[config.mk]
export PLATFORM = sky130hd
export DESIGN_NAME = mips_trace_monitor
export DESIGN_NICKNAME = d
export VERILOG_FILES = /design/src/rtl/mips_trace_monitor.sv
export SDC_FILE = /design/constraint.sdc
export NUM_CORES = 1
export LEC_CHECK = 0
export CAP_MARGIN = 5
export CORE_MARGIN = 2
export CORE_UTILIZATION = 37
export DETAILED_ROUTE_END_ITERATION = 8
export GPL_ROUTABILITY_DRIVEN = 0
export GPL_TIMING_DRIVEN = 0
export HOLD_SLACK_MARGIN = 0.15
export PLACE_DENSITY = 0.59
export SYNTH_ARGS = -nofsm -noshare
export SYNTH_HDL_FRONTEND = slang
export SYNTH_SLANG_ARGS = --single-unit
[constraint.sdc]
create_clock -name clk -period 9.42 [get_ports clk]
set_input_delay 1.884 -clock clk [delete_from_list [all_inputs] [get_ports clk]]
set_output_delay 1.884 -clock clk [all_outputs]
set_load 0.005 [all_outputs]
[src/rtl/mips_trace_monitor.sv]
// Trace monitor: captures {PC, instr, ctrl} while the core runs, stops on halt or timeout, then drains oldest-first.
// Control-word storage is optional via the MIPS_TRACE_CTRL_EN macro (undefined: rd_ctrl reads 0).
module mips_trace_monitor #(
    parameter int WIDTH    = 16,
    parameter int CTRL_W   = 11,
    parameter int DEPTH    = 16,
    parameter int HALT_CYC = 4,
    parameter int TIMEOUT  = 20
) (
    input  logic                   clk,
    input  logic                   reset,
    input  logic                   clear,
    input  logic                   en,
    input  logic [WIDTH-1:0]       pc_in,
    input  logic [WIDTH-1:0]       instr_in,
    input  logic [CTRL_W-1:0]      ctrl_in,
    input  logic                   rd_ready,
    output logic                   rd_valid,
    output logic [WIDTH-1:0]       rd_pc,
    output logic [WIDTH-1:0]       rd_instr,
    output logic [CTRL_W-1:0]      rd_ctrl,
    output logic [$clog2(DEPTH):0] count,
    output logic [15:0]            cycle_cnt,
    output logic                   halted,
    output logic                   timeout,
    output logic                   overflow
);
    localparam int AW = $clog2(DEPTH);
    localparam int CW = AW + 1;
    localparam int RW = $clog2(HALT_CYC) + 1;

    typedef enum logic [1:0] {IDLE = 2'd0, RUN = 2'd1, HALT = 2'd2, DONE = 2'd3} state_t;

    state_t           state_q, state_d;
    logic [AW-1:0]    wr_ptr_q, wr_ptr_d, rd_ptr_q, rd_ptr_d;
    logic [CW-1:0]    count_q, count_d;
    logic [15:0]      cyc_q, cyc_d;
    logic [RW-1:0]    rep_q, rep_d;
    logic [WIDTH-1:0] last_pc_q, last_pc_d;
    logic             halted_q, halted_d, timeout_q, timeout_d, overflow_q, overflow_d;
    logic             capture_s, pop_s, pc_eq_s, halt_hit_s, to_hit_s, rd_valid_s;
    logic [CTRL_W-1:0] ctrl_rd_s;

    logic [WIDTH-1:0] pc_mem_q    [DEPTH];
    logic [WIDTH-1:0] instr_mem_q [DEPTH];

    assign rd_valid_s = (count_q != '0) && ((state_q == HALT) || (state_q == DONE));
    assign capture_s  = en && ((state_q == IDLE) || (state_q == RUN)) && !clear;
    assign pop_s      = rd_valid_s && rd_ready && !clear;
    // The very first sample of a run has no predecessor, so repeats only count in RUN.
    assign pc_eq_s    = (state_q == RUN) && (pc_in == last_pc_q);
    assign halt_hit_s = pc_eq_s && (rep_q == RW'(HALT_CYC - 1));
    assign to_hit_s   = (state_q == RUN) && (cyc_q == 16'(TIMEOUT - 1));

    // Next-state logic for the FSM, buffer pointers, counters and sticky flags.
    always_comb begin
        state_d    = state_q;
        wr_ptr_d   = wr_ptr_q;
        rd_ptr_d   = rd_ptr_q;
        count_d    = count_q;
        cyc_d      = cyc_q;
        rep_d      = rep_q;
        last_pc_d  = last_pc_q;
        halted_d   = halted_q;
        timeout_d  = timeout_q;
        overflow_d = overflow_q;
        if (clear) begin
            state_d    = IDLE;
            wr_ptr_d   = '0;
            rd_ptr_d   = '0;
            count_d    = '0;
            cyc_d      = '0;
            rep_d      = '0;
            last_pc_d  = '0;
            halted_d   = 1'b0;
            timeout_d  = 1'b0;
            overflow_d = 1'b0;
        end else begin
            if (capture_s) begin
                wr_ptr_d = wr_ptr_q + AW'(1);
                if (count_q == CW'(DEPTH)) begin
                    rd_ptr_d   = rd_ptr_q + AW'(1);
                    overflow_d = 1'b1;
                end else begin
                    count_d = count_q + CW'(1);
                end
                cyc_d     = (cyc_q == 16'hFFFF) ? cyc_q : cyc_q + 16'd1;
                rep_d     = pc_eq_s ? rep_q + RW'(1) : '0;
                last_pc_d = pc_in;
            end else if (pop_s) begin
                rd_ptr_d = rd_ptr_q + AW'(1);
                count_d  = count_q - CW'(1);
            end else begin
                count_d = count_q;
            end
            case (state_q)
                IDLE: begin
                    if (en) begin
                        state_d = RUN;
                    end else begin
                        state_d = IDLE;
                    end
                end
                RUN: begin
                    if (!en) begin
                        state_d = RUN;
                    end else if (halt_hit_s) begin
                        state_d  = HALT;
                        halted_d = 1'b1;
                    end else if (to_hit_s) begin
                        state_d   = DONE;
                        timeout_d = 1'b1;
                    end else begin
                        state_d = RUN;
                    end
                end
                HALT:    state_d = HALT;
                DONE:    state_d = DONE;
                default: state_d = IDLE;
            endcase
        end
    end

    // State and control registers with asynchronous active-low reset.
    always_ff @(posedge clk or negedge reset) begin
        if (!reset) begin
            state_q    <= IDLE;
            wr_ptr_q   <= '0;
            rd_ptr_q   <= '0;
            count_q    <= '0;
            cyc_q      <= '0;
            rep_q      <= '0;
            last_pc_q  <= '0;
            halted_q   <= 1'b0;
            timeout_q  <= 1'b0;
            overflow_q <= 1'b0;
        end else begin
            state_q    <= state_d;
            wr_ptr_q   <= wr_ptr_d;
            rd_ptr_q   <= rd_ptr_d;
            count_q    <= count_d;
            cyc_q      <= cyc_d;
            rep_q      <= rep_d;
            last_pc_q  <= last_pc_d;
            halted_q   <= halted_d;
            timeout_q  <= timeout_d;
            overflow_q <= overflow_d;
        end
    end

    // Trace storage; contents need no reset because count gates every read.
    always_ff @(posedge clk) begin
        if (capture_s) begin
            pc_mem_q[wr_ptr_q]    <= pc_in;
            instr_mem_q[wr_ptr_q] <= instr_in;
        end
    end

`ifdef MIPS_TRACE_CTRL_EN
    logic [CTRL_W-1:0] ctrl_mem_q [DEPTH];

    // Control-word lane shares the PC/instruction write pointer.
    always_ff @(posedge clk) begin
        if (capture_s) begin
            ctrl_mem_q[wr_ptr_q] <= ctrl_in;
        end
    end
    assign ctrl_rd_s = ctrl_mem_q[rd_ptr_q];
`else
    logic unused_ctrl_s;
    assign unused_ctrl_s = ^ctrl_in;
    assign ctrl_rd_s     = '0;
`endif

    // Read port is forced to zero whenever no entry is offered.
    always_comb begin
        if (rd_valid_s) begin
            rd_pc    = pc_mem_q[rd_ptr_q];
            rd_instr = instr_mem_q[rd_ptr_q];
            rd_ctrl  = ctrl_rd_s;
        end else begin
            rd_pc    = '0;
            rd_instr = '0;
            rd_ctrl  = '0;
        end
    end

    assign rd_valid  = rd_valid_s;
    assign count     = count_q;
    assign cycle_cnt = cyc_q;
    assign halted    = halted_q;
    assign timeout   = timeout_q;
    assign overflow  = overflow_q;
endmodule
==> summary.md, run 1 <==
| Metric | Value |
|---|---|
| Worst-path fanout max | 10 |
| Worst min-delay path category | flip-flop to flip-flop |
| Drt pass-1 iters | 7 |
| FF+latch count, synth | between 500 and 600 |
| Primary FF master, synth | edfxtp_1 |
| Crit. End Element | output pin |
| Mean area per synthesized cell | just under 20 sq um |
| Synth top cells by count | edfxtp_1 (512), mux4_2 (128), a211oi_1 (67) |
| Post-route ant nets | 0 |
| Gate Count Post-Synth | 1163 |
| Synth async-reset ratio | 9.38% |
| Hold Path Sink | rep_q[2] |
| Initial antenna violation count | 1 |
| Final WL | approximately 53 mm |
| Most area-consuming cells after synthesis | edfxtp_1 (68%), mux4_2 (13%), dfrtp_1 (5.8%) |
| DRC | 0 |
| First-pass GRT wire length | about 79 mm |
| Sum Neg Setup Slack | 0 ps |
| Area grow syn2layout | 18.7% |
| Synth Cell Area | 22700 sq um |
| Vias in the first global route | 12100 |
| Pin count of the biggest net entering global routing | 28 |
| CTS tree | done |
| Yosys cell types | 52 |
| H-tree levels | 2 |
| Dpl ws | roughly 4300 ps |
| Reg2Reg Setup Slack | 6290 ps |
| Gr usage total | 16.9% |
| Routed vias | around 12000 |
| Leakage power | 8.46 nW |
| Crit start category | flip-flop |
| Final slew viol count | 0 |
| Final #Nets | 1402 |
| Crit path DAT | 3800 ps |
| Clock transition at path regs | 60 ps |
| Required time of the critical path | around 7500 ps |
| Pwr/cell area | 210 nW/um^2 |
| Hold path startpoint | rep_q[2] |
| Total CTS buffers | 56 |
| Reg2Reg Launch Point | state_q[1] |
| Fraction of layout cells with a size suffix above 1 | 20.8% |
| Seq/Total Area, Yosys | between 70% and 80% |
| Hold path depth | 1 |
| Rows | 90 |
| Die area | 63300 sq um |
| EDFF count, synth | 512 |
| WS Path Type | flip-flop to output pin |
| Top-count cell post-synth | edfxtp_1 |
| Hold_ws | between 500 and 600 ps |
| R2R Path End | instr_mem_q[5][14] |
| Total gr overflow | 0 |
| CTS root buffer | clkbuf_16 |
| Final Setup Violations | 0 |
| Area leader, netlist | edfxtp_1 |
| CTS sink cnt | around 570 |
| Tightest Pin Transition | slightly below 1000 ps |
| Final WS setup | 3740 ps |
| IO Pins | 116 |
| Final Skew | 11.8 ps |
| Status | complete, no violations |
| Max IR drop VDD | between 0.1 and 0.15 mV |
| Routed length per instance | 24.5 microns |
| Post-CTS setup buffers | 0 |
| Post-CTS sizing | 0 |
| Max Fclk | 0.176 GHz |
| Max cap viols | 0 |
| N_diodes | 0 |
| Period minus WS final | between 5000 and 6000 ps |
| Crit share post-route | 60.3% |
| Syn. warnings | 0 |
| Final hold vios | 0 |
| Vias per Instance | 5.37 |
| Area of the core | 60500 sq um |
| R2R depth | 6 |
| Hold Buf Count CTS | 0 |
| Max clock buf depth | 3 |
| Die height | 252 microns |
| Worst rel slew slack | 35.4% |
| DR iter-0 viols | between 800 and 900 |
| Clk Latency, worst-skew pair | 600 ps |
| RSZ-0062 raised after global routing | no |
| Initial Utilization | 37.5% |
| Post-detail-place hpwl | 33.6 mm |
| Yosys top cell area share | 67.8% |
| Port-buffer cells | 92 |
| Die Wd | about 250 microns |
==> cell families after synthesis <==
group	after synthesis	share of synthesized area, %
flops	565	73.6
simple gates	181	4.03
mux	163	14.3
compound gates	116	3.64
buf+inv	88	2.29
xor+xnor	37	1.43
fa+ha+maj	12	0.695
other cells	1	0.0165
==> layer usage <==
layer / wire [microns] / share of wire (%) / up-vias / track usage [%]
li1: - / - / 5064 / -
met1: 23600 / 44 / 6181 / 23.7
met2: 25600 / 48 / 339 / 27.3
met3: 2970 / 5.6 / 64 / 3.33
met4: 952 / 1.8 / 2 / 4.00
met5: 11 / 0.021 / - / 0
==> worst max-delay path, stage by stage, from the launching register on <==
cell and delay [ps]:
dfrtp_1 360, buf_2 240, buf_2 420, clkbuf_1 630
a211oi_1 170, a211oi_1 720, clkdlybuf4s50_1 650
==> registers in the layout, summed over array words and instances (netlist names) <==
signal,count
timeout,1
halted,1
cycle_cnt,16
wr_ptr_q,4
overflow,1
rd_ptr_q,4
last_pc_q,16
instr_mem_q,256
pc_mem_q,256
rep_q,3
count,5
state_q,2
==> stage by stage <==
step	std cells	power [mW]	instance area, sq um	utilization, %
after detailed placement	2066	3.56	25200	41.6
after global routing	2171	5.85	26900	44.5
after floorplan	1173	3.35	22700	-
after CTS	2171	5.70	26900	44.5
after global placement	2047	3.55	24600	40.7
final	2171	5.64	26900	44.5
==> layout make-up <==
type | instances | area [sq um]
Sequential cell | 565 | 16700
Clock inverter | 28 | 234
Tap cell | 782 | 978
Timing Repair Buffer | 111 | 1360
Multi-Input combinational cell | 520 | 5620
Buffer | 77 | 478
Clock buffer | 77 | 1510
Inverter | 11 | 41.3
Fill cell | 5153 | 33600
==> layout by cell type (no fill, tap or decap), types with 12 or more instances in the layout <==
master           synthesis  layout
edfxtp_1               512     512
mux4_2                 128     128
clkdlybuf4s50_1          0      91
a211oi_1                67      67
clkbuf_16                0      57
dfrtp_1                 53      53
nand2_1                 51      51
clkbuf_1                28      47
nor2b_1                 35      35
mux2i_1                 33      33
nor2_1                  42      26
a21oi_1                 25      25
xor2_1                  20      20
buf_4                   19      19
buf_2                   17      18
xnor2_1                 17      17
nor2_4                   0      16
buf_12                   2      13
clkinv_1                 1      12
==> worst max path at each step <==
stage,from,to,slack (ps)
global placement,en,instr_mem_q[9][10],2060
detailed placement,en,instr_mem_q[5][10],4260
global route,rd_ptr_q[1],rd_pc[7],3630
finish,rd_ptr_q[2],rd_pc[7],3740
floorplan,en,instr_mem_q[4][0],4940
CTS,rd_ptr_q[1],rd_pc[7],3780
==> power breakdown <==
part	leakage, nW	internal [mW]	switching [mW]
sequential	5.33	2.77	0.0244
combinational	2.27	0.363	0.343
clock	0.858	1.23	0.920
total	8.46	4.36	1.29
No activity file was read; power rests on OpenSTA's default activity.
==> run 2: changes to the inputs <==
PLACE_DENSITY = 0.6   (was 0.59)
clock period = 4.6 ns   (was 9.42 ns; I/O delays follow)
==> run 2 against run 1 <==
Net effect: utilization up 0.11 points; critical path depth unchanged; largest cell class unchanged; sequential share of layout area down 0.15 points.
==> summary.md, run 2 (synthesis gave the netlist of run 1 again) <==
| Metric | Value |
|---|---|
| H-tree levels | 2 (unchanged) |
| Fillcell total | 5153 (unchanged) |
| CTS tree | done (unchanged) |
| Gate power share | 12.6% (was 12.5%) |
| Routed length per instance | 24.4 microns (was 24.5 microns) |
| Pin count of the biggest net entering global routing | 36 (was 28) |
| Area grow syn2layout | 19.0% (was 18.7%) |
| Max clock buf depth | 3 (unchanged) |
| Tightest Pin Transition | 838 ps (was 970 ps) |
| Die Wd | 252 microns (unchanged) |
| Peak per-stage delay on the critical path | 620 ps (was 720 ps) |
| Port-buffer cells | 92 (unchanged) |
| Max Fclk | 0.223 GHz |
| Psw | 2.70 mW (was 1.29 mW) |
| DRC | 0 (unchanged) |
| Cell repeated most along the worst path | buf_2 |
| Max cap viols | 0 (unchanged) |
| Sum Neg Setup Slack | 0 ps (unchanged) |
| Die area | 63300 sq um (unchanged) |
| Fraction of layout cells with a size suffix above 1 | 21.5% (was 20.8%) |
| Critical-path cell list | buf_2, clkbuf_1, buf_2, mux2i_1, a211oi_1, clkdlybuf4s50_1 (was buf_2, buf_2, clkbuf_1, a211oi_1, a211oi_1, clkdlybuf4s50_1) |
| Crit path DAT | 3560 ps (was 3800 ps) |
| WS Path Type | flip-flop to output pin (unchanged) |
| Leakage power | 8.49 nW (was 8.46 nW) |
| Commonest non-fill, non-tap cells in the layout | edfxtp_1 (512), mux4_2 (128), clkdlybuf4s50_1 (91) (unchanged) |
| Crit. End Element | output pin (unchanged) |
| Hold Buf Count CTS | 0 (unchanged) |
| Routed vias | 11600 (was 11700) |
| Clk Latency, worst-skew pair | 630 ps (was 600 ps) |
| CTS root buffer | clkbuf_16 (unchanged) |
| Post-detail-place hpwl | 34.0 mm (was 33.6 mm) |
| Post-layout util | 44.6% (was 44.5%) |
| Post-CTS setup buffers | 0 (unchanged) |
| Vias in the first global route | 12000 (was 12100) |
| Worst min-delay path category | input port to asynchronous set/reset pin (was flip-flop to flip-flop) |
| Final WS setup | 122 ps (was 3740 ps) |
| Drt pass-1 iters | 5 (was 7) |
| Rows | 90 (unchanged) |
| Post-route ant nets | 0 (unchanged) |
| Worst rel slew slack | 44.1% (was 35.4%) |
| First-pass GRT wire length | 78.7 mm (was 78.9 mm) |
| Vias per Instance | 5.36 (was 5.37) |
| Final #Nets | 1404 (was 1402) |
| Flop pwr share | 49.8% (was 49.5%) |
| DR iter-0 viols | 892 (was 898) |
| Clock power frac | 37.6% (was 38.0%) |
| Total CTS buffers | 56 (unchanged) |
| Final Setup Violations | 0 (unchanged) |
| Pint | 8.77 mW (was 4.36 mW) |
| Biggest regs | instr_mem_q: 256 flops, pc_mem_q: 256 flops (unchanged) |
| Dpl ws | 410 ps (was 4260 ps) |
| N_diodes | 0 (unchanged) |
| Final WL | 53.1 mm (about the same) |
| Switch share | 23.6% (was 22.8%) |
| Post-placement cell count | 2068 (was 2066) |
| Crit start category | flip-flop (unchanged) |
| RSZ-0062 raised after global routing | no (unchanged) |
| Clock transition at path regs | 60 ps (about the same) |
| Pwr/cell area | 425 nW/um^2 (was 210 nW/um^2) |
| Final hold vios | 0 (unchanged) |
| Total gr overflow | 0 (unchanged) |
| Placed Area | 25300 sq um (was 25200 sq um) |
| Area of the core | 60500 sq um (unchanged) |
| Final slew viol count | 0 (unchanged) |
| Required time of the critical path | 3680 ps (was 7540 ps) |
| Final Skew | 25.6 ps (was 11.8 ps) |
| Crit share post-route | between 90% and 100% |
| CTS sink cnt | 565 (unchanged) |
| Die height | 252 microns (unchanged) |
| Final std cells w/o fill | 2171 (unchanged) |
| Gr usage total | 16.8% (was 16.9%) |
| Initial Utilization | 37.5% (unchanged) |
| Worst-path fanout max | 10 (unchanged) |
| Buffers & Inverters on Critical Path | 4 (unchanged) |
| Delay-heaviest family, CP | buffers and inverters (unchanged) |
| Critical path's slowest cell | clkdlybuf4s50_1 (was a211oi_1) |
| Most common cell after layout, fill and taps aside | edfxtp_1 (unchanged) |
| Period minus WS final | around 4500 ps |
| Final Cell Area | 27000 sq um (was 26900 sq um) |
| Max IR drop VDD | 0.296 mV (was 0.121 mV) |
| Status | complete, no violations (unchanged) |
| IO Pins | 116 (unchanged) |
| Initial antenna violation count | 1 (unchanged) |
[run 2: what timing repair did]
action                                  4_1_cts  5_1_grt
hold endpoints to repair                      0        0
gates resized for setup                       3        3
endpoints found under the setup margin        3        4
[run 2: layout make-up]
class                           count  area, sq um  area share, %
Multi-Input combinational cell    520         5620           20.8
Sequential cell                   565        16700           61.9
Tap cell                          782          978           3.63
Clock inverter                     38          289           1.07
Clock buffer                       65         1440           5.32
Buffer                             77          483           1.79
Timing Repair Buffer              113         1430           5.31
Inverter                           11         41.3          0.153
[run 2: per-stage QoR]
step	hold WS (ps)	power (mW)
CTS	255	11.6
global route	287	11.9
finish	272	11.5
global placement	488	7.26
detailed placement	511	7.30
floorplan	486	6.85
[run 2: worst paths after layout]
check                            start              end  slack (ps)  cells after the start
setup / recovery           rd_ptr_q[2]         rd_pc[8]         120                      6
hold / removal                   reset     cycle_cnt[6]         270                      1
setup reg to reg            state_q[1]  pc_mem_q[13][2]        1500                      6
hold reg to reg               overflow         overflow         530                      2
max in group asynchronous        reset      wr_ptr_q[3]        3750                      2
min in group clk              overflow         overflow         530                      2
[run 2: power by group through the flow]
stage | registers (mW) | clock network [mW] | logic [mW]
floorplan | 5.81 | 0 | 1.04
global placement | 5.82 | 0 | 1.44
detailed placement | 5.82 | 0 | 1.48
CTS | 5.71 | 4.41 | 1.48
global route | 5.72 | 4.60 | 1.57
finish | 5.72 | 4.31 | 1.45
[run 2: layer usage]
layer	up-vias	track usage (%)	part of all wire [%]
met5	-	0	0.030
met4	2	3.81	1.5
met3	58	3.03	5.1
met2	298	27.6	48
met1	6202	23.4	45
li1	5067	-	-
[run 2: worst register-to-register path: cells and delay by family, from the launching register on]
family	cells	cell delay (ps)
and+or+nand+nor	3	1140
DFF	1	470
buffers and inverters	3	1160
==> run 3: changes to the inputs <==
CORE_MARGIN = unset   (was 2)
DONT_BUFFER_PORTS = 1   (was unset)
PLACE_DENSITY = 0.58   (was 0.6)
==> run 3 against run 2 <==
Net effect: final area is 3.5% lower; combinational power is 9.7% lower; sequential power hardly changed; clock skew is 6.8 ps higher; sequential share of layout area is 2.3 points higher; clock-buffer cell count is 13 higher; critical path depth is 1 lower; die area is 1.6% lower; register-to-register slack worse by 70 ps; fmax is 9.2% higher; total power is 1.3% higher; critical path type unchanged.
==> summary.md, run 3 (synthesis gave the netlist of run 1 again) <==
| Metric | Value |
|---|---|
| Max IR drop VDD | 0.316 mV (was 0.296 mV) |
| Final hold vios | 0 (unchanged) |
| Vias per Instance | 5.45 (was 5.36) |
| Reg2Reg Launch Point | state_q[1] (unchanged) |
| Gate power share | 11.2% (was 12.6%) |
| DRC | 0 (unchanged) |
| Area of the core | 60500 sq um (unchanged) |
| Post-CTS sizing | 0 (was 3) |
| CTS sink cnt | 565 (unchanged) |
| Pint | 8.97 mW (was 8.77 mW) |
| CTS root buffer | clkbuf_16 (unchanged) |
| Period minus WS final | 4100 ps (was 4480 ps) |
| Worst-path fanout max | 10 (unchanged) |
| Fraction of layout cells with a size suffix above 1 | 22.3% (was 21.5%) |
| Post-route ant nets | 0 (unchanged) |
| Crit start category | flip-flop (unchanged) |
| Final Setup Violations | 0 (unchanged) |
| RSZ-0062 raised after global routing | no (unchanged) |
| Clk Latency, worst-skew pair | 640 ps (was 630 ps) |
| Hold path startpoint | instr_in[14] |
| DR iter-0 viols | 1019 (was 892) |
| Commonest non-fill, non-tap cells in the layout | edfxtp_1 (512), mux4_2 (128), a211oi_1 (67) (was edfxtp_1 (512), mux4_2 (128), clkdlybuf4s50_1 (91)) |
| Total CTS buffers | 59 (was 56) |
| Crit share post-route | 89.1% (was 97.4%) |
| Initial antenna violation count | 1 (unchanged) |
| Crit path DAT | 3180 ps (was 3560 ps) |
| Routed length per instance | 25.2 microns (was 24.4 microns) |
| Total gr overflow | 0 (unchanged) |
| Area grow syn2layout | 14.8% (was 19.0%) |
| Die Wd | 250 microns (was 252 microns) |
| Initial Utilization | 37.5% (unchanged) |
| N_diodes | 0 (unchanged) |
| Final slew viol count | 0 (unchanged) |
| Final WS setup | 500 ps (was 122 ps) |
| Gr usage total | 17.1% (was 16.8%) |
| Post-detail-place hpwl | 33.0 mm (was 34.0 mm) |
| Crit. End Element | output pin (unchanged) |
| First-pass GRT wire length | 78.3 mm (was 78.7 mm) |
| Die area | 62300 sq um (was 63300 sq um) |
| Port-buffer cells | 0 (was 92) |
| Pwr/cell area | 446 nW/um^2 (was 425 nW/um^2) |
| Rows | 90 (unchanged) |
| Leakage power | 8.13 nW (was 8.49 nW) |
| Status | complete, no violations (unchanged) |
| Die height | 250 microns (was 252 microns) |
| Max cap viols | 0 (unchanged) |
| Sum Neg Setup Slack | 0 ps (unchanged) |
| Post-CTS setup buffers | 0 (unchanged) |
| CTS tree | done (unchanged) |
| Tightest Pin Transition | 945 ps (was 838 ps) |
| Flop pwr share | 49.3% (was 49.8%) |
| Biggest regs | instr_mem_q: 256 flops, pc_mem_q: 256 flops (unchanged) |
| Post-placement cell count | 1971 (was 2068) |
| Dpl ws | 1080 ps (was 410 ps) |
| Psw | 2.65 mW (was 2.70 mW) |
| IO Pins | 116 (unchanged) |
| H-tree levels | 2 (unchanged) |
| Vias in the first global route | 11900 (was 12000) |
| Reg2Reg Setup Slack | 1430 ps (was 1500 ps) |
| Final std cells w/o fill | 2081 (was 2171) |
| WS Path Type | flip-flop to output pin (unchanged) |
| Pin count of the biggest net entering global routing | 54 (was 36) |
| Worst rel slew slack | 37.0% (was 44.1%) |
| Clock transition at path regs | 60 ps (about the same) |
| Max clock buf depth | 3 (unchanged) |
| Required time of the critical path | 3680 ps (about the same) |
| CP startpoint | count[1] (was rd_ptr_q[2]) |
| Routed vias | 11300 (was 11600) |
| Final #Nets | 1312 (was 1404) |
| Final Skew | 32.4 ps (was 25.6 ps) |
| Switch share | 22.8% (was 23.6%) |
| Final WL | 52.5 mm (was 53.1 mm) |
| Max Fclk | 0.244 GHz (was 0.223 GHz) |
| Most common cell after layout, fill and taps aside | edfxtp_1 (unchanged) |
| Worst min-delay path category | input port to flip-flop (was input port to asynchronous set/reset pin) |
| Drt pass-1 iters | 5 (unchanged) |
| Clock power frac | 39.5% (was 37.6%) |
| Fillcell total | 5239 (was 5153) |
run 3: cell types whose count changed in the layout (fill, tap and decap cells not counted), moves of 2 or more:
cell and delta:
clkbuf_2 -3, clkdlybuf4s50_1 -91, buf_12 +8, clkinv_1 -5, buf_16 -12, buf_2 -2
clkbuf_1 +12, clkinv_2 -5, bufinv_16 +2, clkbuf_16 +3
run 3: stage by stage:
stage                     power [mW]  cell area, sq um  hold WS [ps]  util (%)
after global routing            12.0             26000           340      43.1
after CTS                       11.8             26000           328      43.1
after detailed placement        7.16             24100           517      39.9
after floorplan                 6.85             22700           486         -
after global placement          7.13             23700           512      39.2
final                           11.6             26000           375      43.1
run 3: layer usage:
layer / vias up / global-route usage, % / wire [microns]
met4: 0 / 4.25 / 860
met3: 62 / 3.90 / 3570
li1: 4878 / - / -
met2: 326 / 28.1 / 25700
met1: 6071 / 23.0 / 22400
met5: - / 0 / 0
run 3: worst paths after layout:
kind,cells after the start,end
min reg2reg,1,state_q[0]
min in group asynchronous,2,cycle_cnt[5]
max,5,rd_pc[5]
min,0,instr_mem_q[8][14]
max reg2reg,6,instr_mem_q[4][4]
max in group asynchronous,2,last_pc_q[2]
run 3: worst max-delay path, stage by stage (launching register included):
cell	delay, ps
dfrtp_1	500
nor4_4	520
nand2b_1	200
nand2_1	420
clkbuf_1	650
a211oi_1	240
run 3: final cells by class:
class,count,area (sq um),area share [%]
Tap cell,782,978,3.76
Multi-Input combinational cell,520,5620,21.6
Clock buffer,78,1560,5.98
Sequential cell,565,16700,64.1
Clock inverter,30,303,1.16
Buffer,77,478,1.84
Inverter,11,41.3,0.159
Timing Repair Buffer,18,358,1.37
run 3: power by group through the flow:
stage | sequential [mW] | combinational (mW) | clock, mW
floorplan | 5.81 | 1.04 | 0
global placement | 5.83 | 1.30 | 0
detailed placement | 5.83 | 1.32 | 0
CTS | 5.73 | 1.34 | 4.69
global route | 5.73 | 1.42 | 4.87
finish | 5.72 | 1.31 | 4.59
run 3: what timing repair did:
item	in CTS	in global routing
setup endpoints to repair	0	0
hold buffers	2	0
hold endpoints to repair	53	0
